--- config.mk ---
export PLATFORM = sky130hd
export DESIGN_NAME = riscv_kernel_host_ctrl
export DESIGN_NICKNAME = d
export VERILOG_FILES = /design/src/rtl/riscv_soc_pkg.sv /design/src/rtl/dual_owner_ram.sv /design/src/rtl/riscv_kernel_host_ctrl.sv
export SDC_FILE = /design/constraint.sdc
export NUM_CORES = 2
export LEC_CHECK = 0
export CAP_MARGIN = 20
export CELL_PAD_IN_SITES_DETAIL_PLACEMENT = 1
export CELL_PAD_IN_SITES_GLOBAL_PLACEMENT = 1
export CORE_MARGIN = 4
export CORE_UTILIZATION = 33
export DETAILED_ROUTE_END_ITERATION = 12
export GPL_TIMING_DRIVEN = 0
export PLACE_DENSITY_LB_ADDON = 0.1
export SYNTH_ARGS = -nofsm -noshare
export SYNTH_HDL_FRONTEND = slang
export SYNTH_SLANG_ARGS = --single-unit
export TNS_END_PERCENT = 50
--- constraint.sdc ---
create_clock -name clk -period 5.75 [get_ports clk]
set_input_delay 0.8625 -clock clk [delete_from_list [all_inputs] [get_ports clk]]
set_output_delay 0.8625 -clock clk [all_outputs]
set_load 0.01 [all_outputs]
--- src/rtl/riscv_soc_pkg.sv ---
// Shared types and constants for the riscv_kernel host controller.
package riscv_soc_pkg;

  typedef enum logic [2:0] {
    IDLE,
    RUN,
    DRAIN,
    READBACK,
    DONE
  } state_e;

  localparam logic WR_SEL_IMEM = 1'b0;
  localparam logic WR_SEL_DMEM = 1'b1;

  localparam int DRAIN_CYCLES_DEF = 4;

endpackage

--- src/rtl/dual_owner_ram.sv ---
// Single-port RAM shared by kernel and host; kernel_owns picks which side drives it.
// Read is asynchronous because the kernel captures q0 in the same cycle as its address.
module dual_owner_ram #(
  parameter int AW = 5,
  parameter int DW = 32
) (
  input  logic          clk,
  input  logic          kernel_owns,
  input  logic [AW-1:0] k_addr,
  input  logic          k_we,
  input  logic [DW-1:0] k_wdata,
  input  logic [AW-1:0] h_addr,
  input  logic          h_we,
  input  logic [DW-1:0] h_wdata,
  output logic [DW-1:0] rdata
);

  logic [DW-1:0] mem [2**AW];
  logic [AW-1:0] addr;
  logic          we;
  logic [DW-1:0] wdata;

  always_comb begin
    addr  = kernel_owns ? k_addr  : h_addr;
    we    = kernel_owns ? k_we    : h_we;
    wdata = kernel_owns ? k_wdata : h_wdata;
  end

  // Contents are deliberately not reset so a reset mid-run keeps partial results.
  always_ff @(posedge clk) begin
    if (we) mem[addr] <= wdata;
  end

  assign rdata = mem[addr];

endmodule

--- src/rtl/riscv_kernel_host_ctrl.sv ---
// Host-side controller for the riscv_kernel: loads memories, runs the kernel,
// drains late stores and streams dmem back over a valid/ready channel.
module riscv_kernel_host_ctrl
  import riscv_soc_pkg::*;
#(
  parameter int IMEM_AW      = 6,
  parameter int DMEM_AW      = 5,
  parameter int DW           = 32,
  parameter int DRAIN_CYCLES = DRAIN_CYCLES_DEF,
  parameter int MAX_CYCLES   = 4096,
  parameter int CNT_W        = 32
) (
  input  logic               clk,
  input  logic               rst,
  input  logic               wr_valid,
  output logic               wr_ready,
  input  logic               wr_sel,
  input  logic [IMEM_AW-1:0] wr_addr,
  input  logic [DW-1:0]      wr_data,
  input  logic               run_req,
  output logic               rd_valid,
  input  logic               rd_ready,
  output logic [DW-1:0]      rd_data,
  output logic               rd_last,
  output logic               busy,
  output logic               done_o,
  output logic               timeout_o,
  output logic [CNT_W-1:0]   cycle_cnt,
  output logic               ap_rst,
  output logic               ap_start,
  input  logic               ap_done,
  input  logic               ap_idle,
  input  logic [IMEM_AW-1:0] imem_address0,
  input  logic               imem_ce0,
  output logic [DW-1:0]      imem_q0,
  input  logic [DMEM_AW-1:0] dmem_address0,
  input  logic               dmem_ce0,
  input  logic               dmem_we0,
  input  logic [DW-1:0]      dmem_d0,
  output logic [DW-1:0]      dmem_q0
);

  localparam int DCW = $clog2(DRAIN_CYCLES + 1);

  state_e             state_q, state_d;
  logic [CNT_W-1:0]   cycle_cnt_q, cycle_cnt_d;
  logic [DCW-1:0]     drain_cnt_q, drain_cnt_d;
  logic [DMEM_AW-1:0] rd_addr_q, rd_addr_d;
  logic               timeout_q, timeout_d;
  logic               ap_start_q, ap_start_d;
  logic               wr_ready_q, wr_ready_d;
  logic               rd_valid_q, rd_valid_d;
  logic               rd_last_q, rd_last_d;
  logic               busy_q, busy_d;
  logic               done_q, done_d;

  logic               kernel_owns;
  logic               host_we;
  logic [DMEM_AW-1:0] dmem_host_addr;
  logic [DW-1:0]      dmem_rdata;
  logic               unused_inputs;

  // Status-only kernel signals; nothing in the controller depends on them.
  assign unused_inputs = ^{ap_idle, imem_ce0, dmem_ce0};

  always_comb begin
    state_d     = state_q;
    cycle_cnt_d = cycle_cnt_q;
    drain_cnt_d = drain_cnt_q;
    rd_addr_d   = rd_addr_q;
    timeout_d   = timeout_q;
    case (state_q)
      IDLE, DONE: begin
        if (run_req) begin
          state_d     = RUN;
          cycle_cnt_d = '0;
          timeout_d   = 1'b0;
        end
      end
      RUN: begin
        if (cycle_cnt_q != {CNT_W{1'b1}}) cycle_cnt_d = cycle_cnt_q + 1'b1;
        if (ap_done) begin
          state_d     = DRAIN;
          drain_cnt_d = '0;
        end else if (cycle_cnt_q == CNT_W'(MAX_CYCLES - 1)) begin
          state_d     = DRAIN;
          drain_cnt_d = '0;
          timeout_d   = 1'b1;
        end
      end
      DRAIN: begin
        if (drain_cnt_q == DCW'(DRAIN_CYCLES - 1)) begin
          state_d   = READBACK;
          rd_addr_d = '0;
        end else begin
          drain_cnt_d = drain_cnt_q + 1'b1;
        end
      end
      READBACK: begin
        if (rd_ready) begin
          rd_addr_d = rd_addr_q + 1'b1;
          if (rd_addr_q == {DMEM_AW{1'b1}}) state_d = DONE;
        end
      end
      default: state_d = IDLE;
    endcase

    // Outputs are registered off the next state so they line up with state_q.
    ap_start_d = !(state_d == RUN || state_d == DRAIN);
    wr_ready_d = (state_d == IDLE || state_d == DONE);
    rd_valid_d = (state_d == READBACK);
    rd_last_d  = (state_d == READBACK) && (rd_addr_d == {DMEM_AW{1'b1}});
    busy_d     = !(state_d == IDLE || state_d == DONE);
    done_d     = (state_d == DONE);
  end

  always_ff @(posedge clk) begin
    if (rst) begin
      state_q     <= IDLE;
      cycle_cnt_q <= '0;
      drain_cnt_q <= '0;
      rd_addr_q   <= '0;
      timeout_q   <= 1'b0;
      ap_start_q  <= 1'b1;
      wr_ready_q  <= 1'b1;
      rd_valid_q  <= 1'b0;
      rd_last_q   <= 1'b0;
      busy_q      <= 1'b0;
      done_q      <= 1'b0;
    end else begin
      state_q     <= state_d;
      cycle_cnt_q <= cycle_cnt_d;
      drain_cnt_q <= drain_cnt_d;
      rd_addr_q   <= rd_addr_d;
      timeout_q   <= timeout_d;
      ap_start_q  <= ap_start_d;
      wr_ready_q  <= wr_ready_d;
      rd_valid_q  <= rd_valid_d;
      rd_last_q   <= rd_last_d;
      busy_q      <= busy_d;
      done_q      <= done_d;
    end
  end

  assign kernel_owns    = (state_q == RUN) || (state_q == DRAIN);
  assign host_we        = wr_valid && wr_ready_q;
  assign dmem_host_addr = rd_valid_q ? rd_addr_q : wr_addr[DMEM_AW-1:0];

  dual_owner_ram #(.AW(IMEM_AW), .DW(DW)) u_imem (
    .clk         (clk),
    .kernel_owns (kernel_owns),
    .k_addr      (imem_address0),
    .k_we        (1'b0),
    .k_wdata     ({DW{1'b0}}),
    .h_addr      (wr_addr),
    .h_we        (host_we && (wr_sel == WR_SEL_IMEM)),
    .h_wdata     (wr_data),
    .rdata       (imem_q0)
  );

  dual_owner_ram #(.AW(DMEM_AW), .DW(DW)) u_dmem (
    .clk         (clk),
    .kernel_owns (kernel_owns),
    .k_addr      (dmem_address0),
    .k_we        (dmem_we0),
    .k_wdata     (dmem_d0),
    .h_addr      (dmem_host_addr),
    .h_we        (host_we && (wr_sel == WR_SEL_DMEM)),
    .h_wdata     (wr_data),
    .rdata       (dmem_rdata)
  );

  assign dmem_q0   = dmem_rdata;
  assign rd_data   = dmem_rdata;
  assign wr_ready  = wr_ready_q;
  assign rd_valid  = rd_valid_q;
  assign rd_last   = rd_last_q;
  assign busy      = busy_q;
  assign done_o    = done_q;
  assign timeout_o = timeout_q;
  assign cycle_cnt = cycle_cnt_q;
  assign ap_start  = ap_start_q;
  assign ap_rst    = rst;

endmodule

Word level (Yosys, flattened, before mapping)
Memory sizes are Yosys's and may differ from the RTL's.
Index checks and enable logic that the tools add are counted.
Operators by class
  eq/ne operators: 19
  multiplexer cells: 32
  add/subtract/negate cells: 3
  reductions and logical operators: 17
  bitwise logic cells: 1
Operators by type and width (number)
  $mux W32: 4
  $pmux W32 S2: 1
  $add A32 B1 Y32 const B: 1
  $eq A32 B12 Y1 const B: 1
  $ne A32 B32 Y1 const B: 1
  $mux W3: 9
  $mux W5: 4
  $eq A3 B2 Y1 const B: 5
  $pmux W3 S4: 1
  $eq A5 B5 Y1 const B: 2
  $ne A2 B2 Y1 const B: 5
  $pmux W5 S2: 1
  $mux W1: 9
  $eq A3 B1 Y1 const B: 2
  $eq A3 B3 Y1 const B: 2
  $logic_not A3 Y1: 2
  $mux W6: 1
  $pmux W3 S2: 1
  $reduce_and A3 Y1: 2
  $add A5 B1 Y5 const B: 1
  $logic_and A1 B1 Y1: 4
  $reduce_and A4 Y1: 1
  $reduce_bool A2 Y1: 2
  $add A3 B1 Y3 const B: 1
  6 further kinds: 9
Storage, ports and cells
  register bits: 50
  memories: 2
  memory bits (writable): 3072
Memory list
  u_imem.mem: depth 64, width 32, read ports 1, clocked after Yosys merged registers in 0, wr ports 1, line dual_owner_ram.sv:18  | logic [DW-1:0] mem [2**AW];
  u_dmem.mem: depth 32, width 32, read ports 1, clocked after Yosys merged registers in 0, wr ports 1, line dual_owner_ram.sv:18

Logic depth before layout (Yosys ltp)
  word-level depth: 7
  depth in mapped cells: 13

By module
From an unflattened synthesis, not the netlist that was laid out.
Second synthesis, totals
  cell total of the unflattened synthesis: 7386
  area, all modules: 121916.9 um2
By module, submodules not included
  dual_owner_ram at u_imem: cells each 5024, area each 79396.1 um2, sequential area each 61499.0 um2, times used 1
  dual_owner_ram at u_dmem: cells each 1998, area each 39536.7 um2, sequential area each 30749.5 um2, times used 1
  riscv_kernel_host_ctrl: cells each 364, area each 2984.1 um2, sequential area each 1001.0 um2, times used 1

Worst setup path after synthesis
No wires, ideal clock.
  kind: flip-flop to flip-flop
  start: reg state_q[1]
  end: mem u_dmem.mem[19][0] (enable)
  stages on the path, launching flop included: 11
  slack: 1645 ps
  arrival: 3680 ps
  period minus slack after synthesis: 4105 ps
  cells stage by stage: dfxtp_1 > buf_4 > xor2_1 > nand2_1 > buf_2 > a21oi_1 > clkbuf_1 > buf_2 > clkbuf_1 > nand2_1 > nor2b_1
Between the ends
  word-level cells in the longest chain between the ends: 5
Ends and longest elaborated chain
  start, declared: line riscv_kernel_host_ctrl.sv:45  | state_e state_q, state_d;
  start signal, assigned: line riscv_kernel_host_ctrl.sv:131  | state_q <= state_d;
  $eq A3 B1 Y1 or $eq A3 B2 Y1 (tied branches): line riscv_kernel_host_ctrl.sv:145  | assign kernel_owns = (state_q == RUN) || (state_q == DRAIN);
  $logic_or A1 B1 Y1 *: line riscv_kernel_host_ctrl.sv:145
  $mux W1: line dual_owner_ram.sv:25  | we = kernel_owns ? k_we : h_we;
  $mux W1: line dual_owner_ram.sv:31  | if (we) mem[addr] <= wdata;
  $mux W1 (not written as such): line dual_owner_ram.sv:31
  end, declared: line dual_owner_ram.sv:18
Mark *: on every way between the ends. The rest lies on a longest branch, timed or not.

Worst setup path after layout
  start: in wr_addr[0]
  end: out imem_q0[7]
Between the ends
  word-level cells in the longest chain between the ends: 2
Ends and longest elaborated chain
  start, declared: line riscv_kernel_host_ctrl.sv:18  | input logic [IMEM_AW-1:0] wr_addr,
  $mux W6: line dual_owner_ram.sv:24  | addr = kernel_owns ? k_addr : h_addr;
  $mem_v2 Z64 W32
  end, declared: line riscv_kernel_host_ctrl.sv:35  | output logic [DW-1:0] imem_q0,
Every way passes these cells.

==> metrics.md <==
| Metric | Value |
|---|---|
| Status | finished with violations |
| Failing checks | setup timing |
| Final Cycle Share | 101% |
| Max Clock Skew | 0.0817 ns |
| Routed len/inst | 38.3 um |
| Max-Cap Viols | 0 |
| Root buf cell | clkbuf_16 |
| Mux contribution to synthesized area | 3.29% |
| Largest net degree at the start of global routing | 66 |
| Synthesis Warnings | 0 |
| Max Freq | 0.172 GHz |
| Top_reg_cell synth | edfxtp_1 |
| Non-Filler Instances | 13.2k |
| IO Port Bufs | 222 |
| DRT Pass-1 Iters | 6 |
| R2r setup slk | 1.35 ns |
| Sink Count | 3122 |
| Cell Rows | 221 |
| TritonCTS clock tree | yes |
| Post-synthesis sequential area ratio | 77.7% |
| Placer Congestion | 0.824 |
| Htree depth | 5 |
| Post-DP HPWL | 344 mm |
| Peak supply drop | 235 uV |
| Distinct cells, synth | 61 |
| Crit. End Element | output pin |
| CTS clock-pin slew for the worst setup and hold paths | 0.06 ns |
| Synth Net Count | 7321 |
| Via/cell ratio | 5.76 |
| Post-Synth Simple-Gate Area | 4.76% |
| Commonest cells post-synth | edfxtp_1 (3072), nand2_1 (568), a22oi_1 (518), a21boi_0 (476), mux2i_1 (391) |
| Post-synth EDFFs | 3072 |
| RSZ-0062 raised after global routing | true |
| Grt ovf | 0 |
| Most numerous cell in the Yosys netlist | edfxtp_1 |
| Post-Syn Area | 120000 um2 |
| GR Util met2 | 42.4% |
| CP arrival | 4.95 ns |
| Worst hold slack | 0.391 ns |
| Worst skew pair latency | 0.93 ns |
| Post-placement cell count | 12.5k |
| Filler Cells Inserted | 35.1k |
| Storage cell area | 93300 um2 |
| Nets@finish | 8194 |
| DRT iter0 DRCs | 8992 |
| Die Wd | 611 um |
| Leakage power | 48.3 nW |
| Rel. slew slack | 24.8% |
| I/O pins | 228 |
| Compound-Gate Fraction of Synth Area | 12.2% |
| WS Path Type | primary input to output pin |
| Crit Path Max Fanout | 10 |
| Area contributors post-synth | edfxtp_1 (77%), mux2i_1 (3.3%), a22oi_1 (3.2%), a21boi_0 (3.0%), nand2_1 (1.8%) |
| First-pass GRT wire length | 674 mm |
| Footprint of the multi-input gates | 28500 um2 |
| PD cells | 367 nW/um2 |
| Main combinational cell family by area after synthesis | compound AO/OA/AOI/OAI gates |
| Synth async-reset ratio | 0% |
| Vias in the first global route | 76.4k |
| Core Region | 362000 um2 |
| Via count | 75.9k |
| Worst EP required | 4.89 ns |
| Worst-Margin Slew | 1.13 ns |
| Starting density of the core | 33.1% |
| Synth top area share | 76.9% |
| Initial antenna violation count | 32 |
| Syn_area_per_cell | 16.6 um2 |
| Die area | 373000 um2 |
| Synth Area in Adders | 0.0521% |
| Final WL | 504 mm |
| CP startpoint kind | primary input |
| Setup violators final | 2 |
| Post-synth top area cell | edfxtp_1 |
| Hold Crit Class | primary input to flop |
| Post-Synth XOR/XNOR Area | 0.196% |
| Chip Height | 611 um |
| Share of cells above drive strength 1 | 21.2% |
| Cells after synthesis | 7224 |
| Fin. max-slew vios | 0 |
| Fin. Hold Viols | 0 |
| Top Usage Layer GRT | met2 |
| Met1 Usage GRT | 36.5% |
| Max Buffers Root-to-Sink | 4 |
| Num CTS Buffers | 355 |
| Drt drc | 0 |
| Post-route ant nets | 0 |
| Met3 usage | 4.24% |
| Final WS setup | -0.0587 ns |
| Post-synthesis register bit count | 3122 |
| Tmin final | 5.81 ns |
| Synth-to-layout area growth | 25.0% |
| Total GRT Usage | 26.3% |
through the flow:
step / setup WS [ns] / TNS, ns / util, % / power [mW] / area [um2]
after global placement: -4.77 / - / 35.4 / 32.6 / 128000
after global routing: -0.114 / -0.500 / 41.4 / 56.6 / 150000
after floorplan: 1.64 / 0 / - / 29.0 / 120000
after detailed placement: -2.76 / -493.41 / 36.9 / 33.0 / 134000
after CTS: -0.0834 / -0.530 / 41.1 / 55.2 / 149000
final: -0.0587 / -0.0839 / 41.4 / 55.0 / 150000
sequential cells by signal, summed over array words and instances (netlist names):
signal and flops:
ap_start 1, busy 1, cycle_cnt 32, done_o 1
drain_cnt_q 3, rd_addr_q 5, rd_last 1, rd_valid 1
state_q 3, timeout_o 1, u_dmem.mem 1024, u_imem.mem 2048
wr_ready 1
per-layer routing:
layer / routed length, um / vias up
li1: - / 31100
met1: 216000 / 41000
met2: 236000 / 3111
met3: 34500 / 709
met4: 17200 / 10
met5: 84 / -
path summary, 6_finish.rpt:
path,start,to,cells past startpoint
hold reg to reg,drain_cnt_q[1],drain_cnt_q[1],1
setup / recovery,wr_addr[0],imem_q0[7],14
setup reg to reg,state_q[1],u_dmem.mem[19][26],13
hold / removal,rst,rd_addr_q[3],2
repair_timing:
| item | CTS | global route |
|---|---|---|
| endpoints found under the setup margin | 771 | 79 |
| resized for setup | 1256 | 156 |
| pin swaps | 121 | 36 |
| hold buffers | 0 | 0 |
| setup buffers | 30 | 5 |
cell families (layout without fill, tap and decap cells):
logic type,after synthesis,in the layout
xor+xnor,26,26
simple gates,1250,1250
compound gates,1891,1891
mux,394,394
fa+ha+maj,5,5
buf+inv,536,1678
other cells,0,16
flops,3122,3122
cell type report:
class	count	share of cell area [%]
antenna	16	0.0267
buffer	521	2.41
clock buffer	445	6.24
clock inverter	181	1.02
inverter	12	0.0300
multi-input combinational	3566	19.0
sequential	3122	62.2
tap	4794	4.00
timing repair buffer	519	5.14
where the power goes:
part	switching, mW	internal, mW
clock	9.47	12.3
combinational	5.12	2.40
sequential	0.0330	25.7
cells in the final DEF (no fill, tap or decap), types with 66 or more instances in the layout:
master	instances
nand2_1	565
nor2_1	69
a2111oi_2	84
clkdlybuf4s50_1	193
nand4_1	77
mux2i_1	376
clkbuf_16	363
a31oi_1	96
nor2_4	83
a31o_2	70
a32oi_1	118
a21boi_0	474
clkbuf_2	157
edfxtp_1	3072
clkbuf_4	115
buf_4	132
buf_16	87
clkbuf_1	134
a22oi_1	499
buf_12	99
o21a_1	95
nand3_1	280
a22o_1	66
clkinv_1	85
worst max-delay path, cell delays in order:
cell             delay, ns
clkdlybuf4s15_1       0.62
inv_1                 0.36
o211ai_1              0.19
buf_4                 0.20
nand2_1               0.09
buf_4                 0.21
buf_4                 0.22
buf_2                 0.23
buf_8                 0.18
a22o_1                0.24
a221oi_1              0.52
a31o_2                0.42
nand4_1               0.20
dlygate4sd2_1         0.34
No activity file was read; power rests on OpenSTA's default activity.
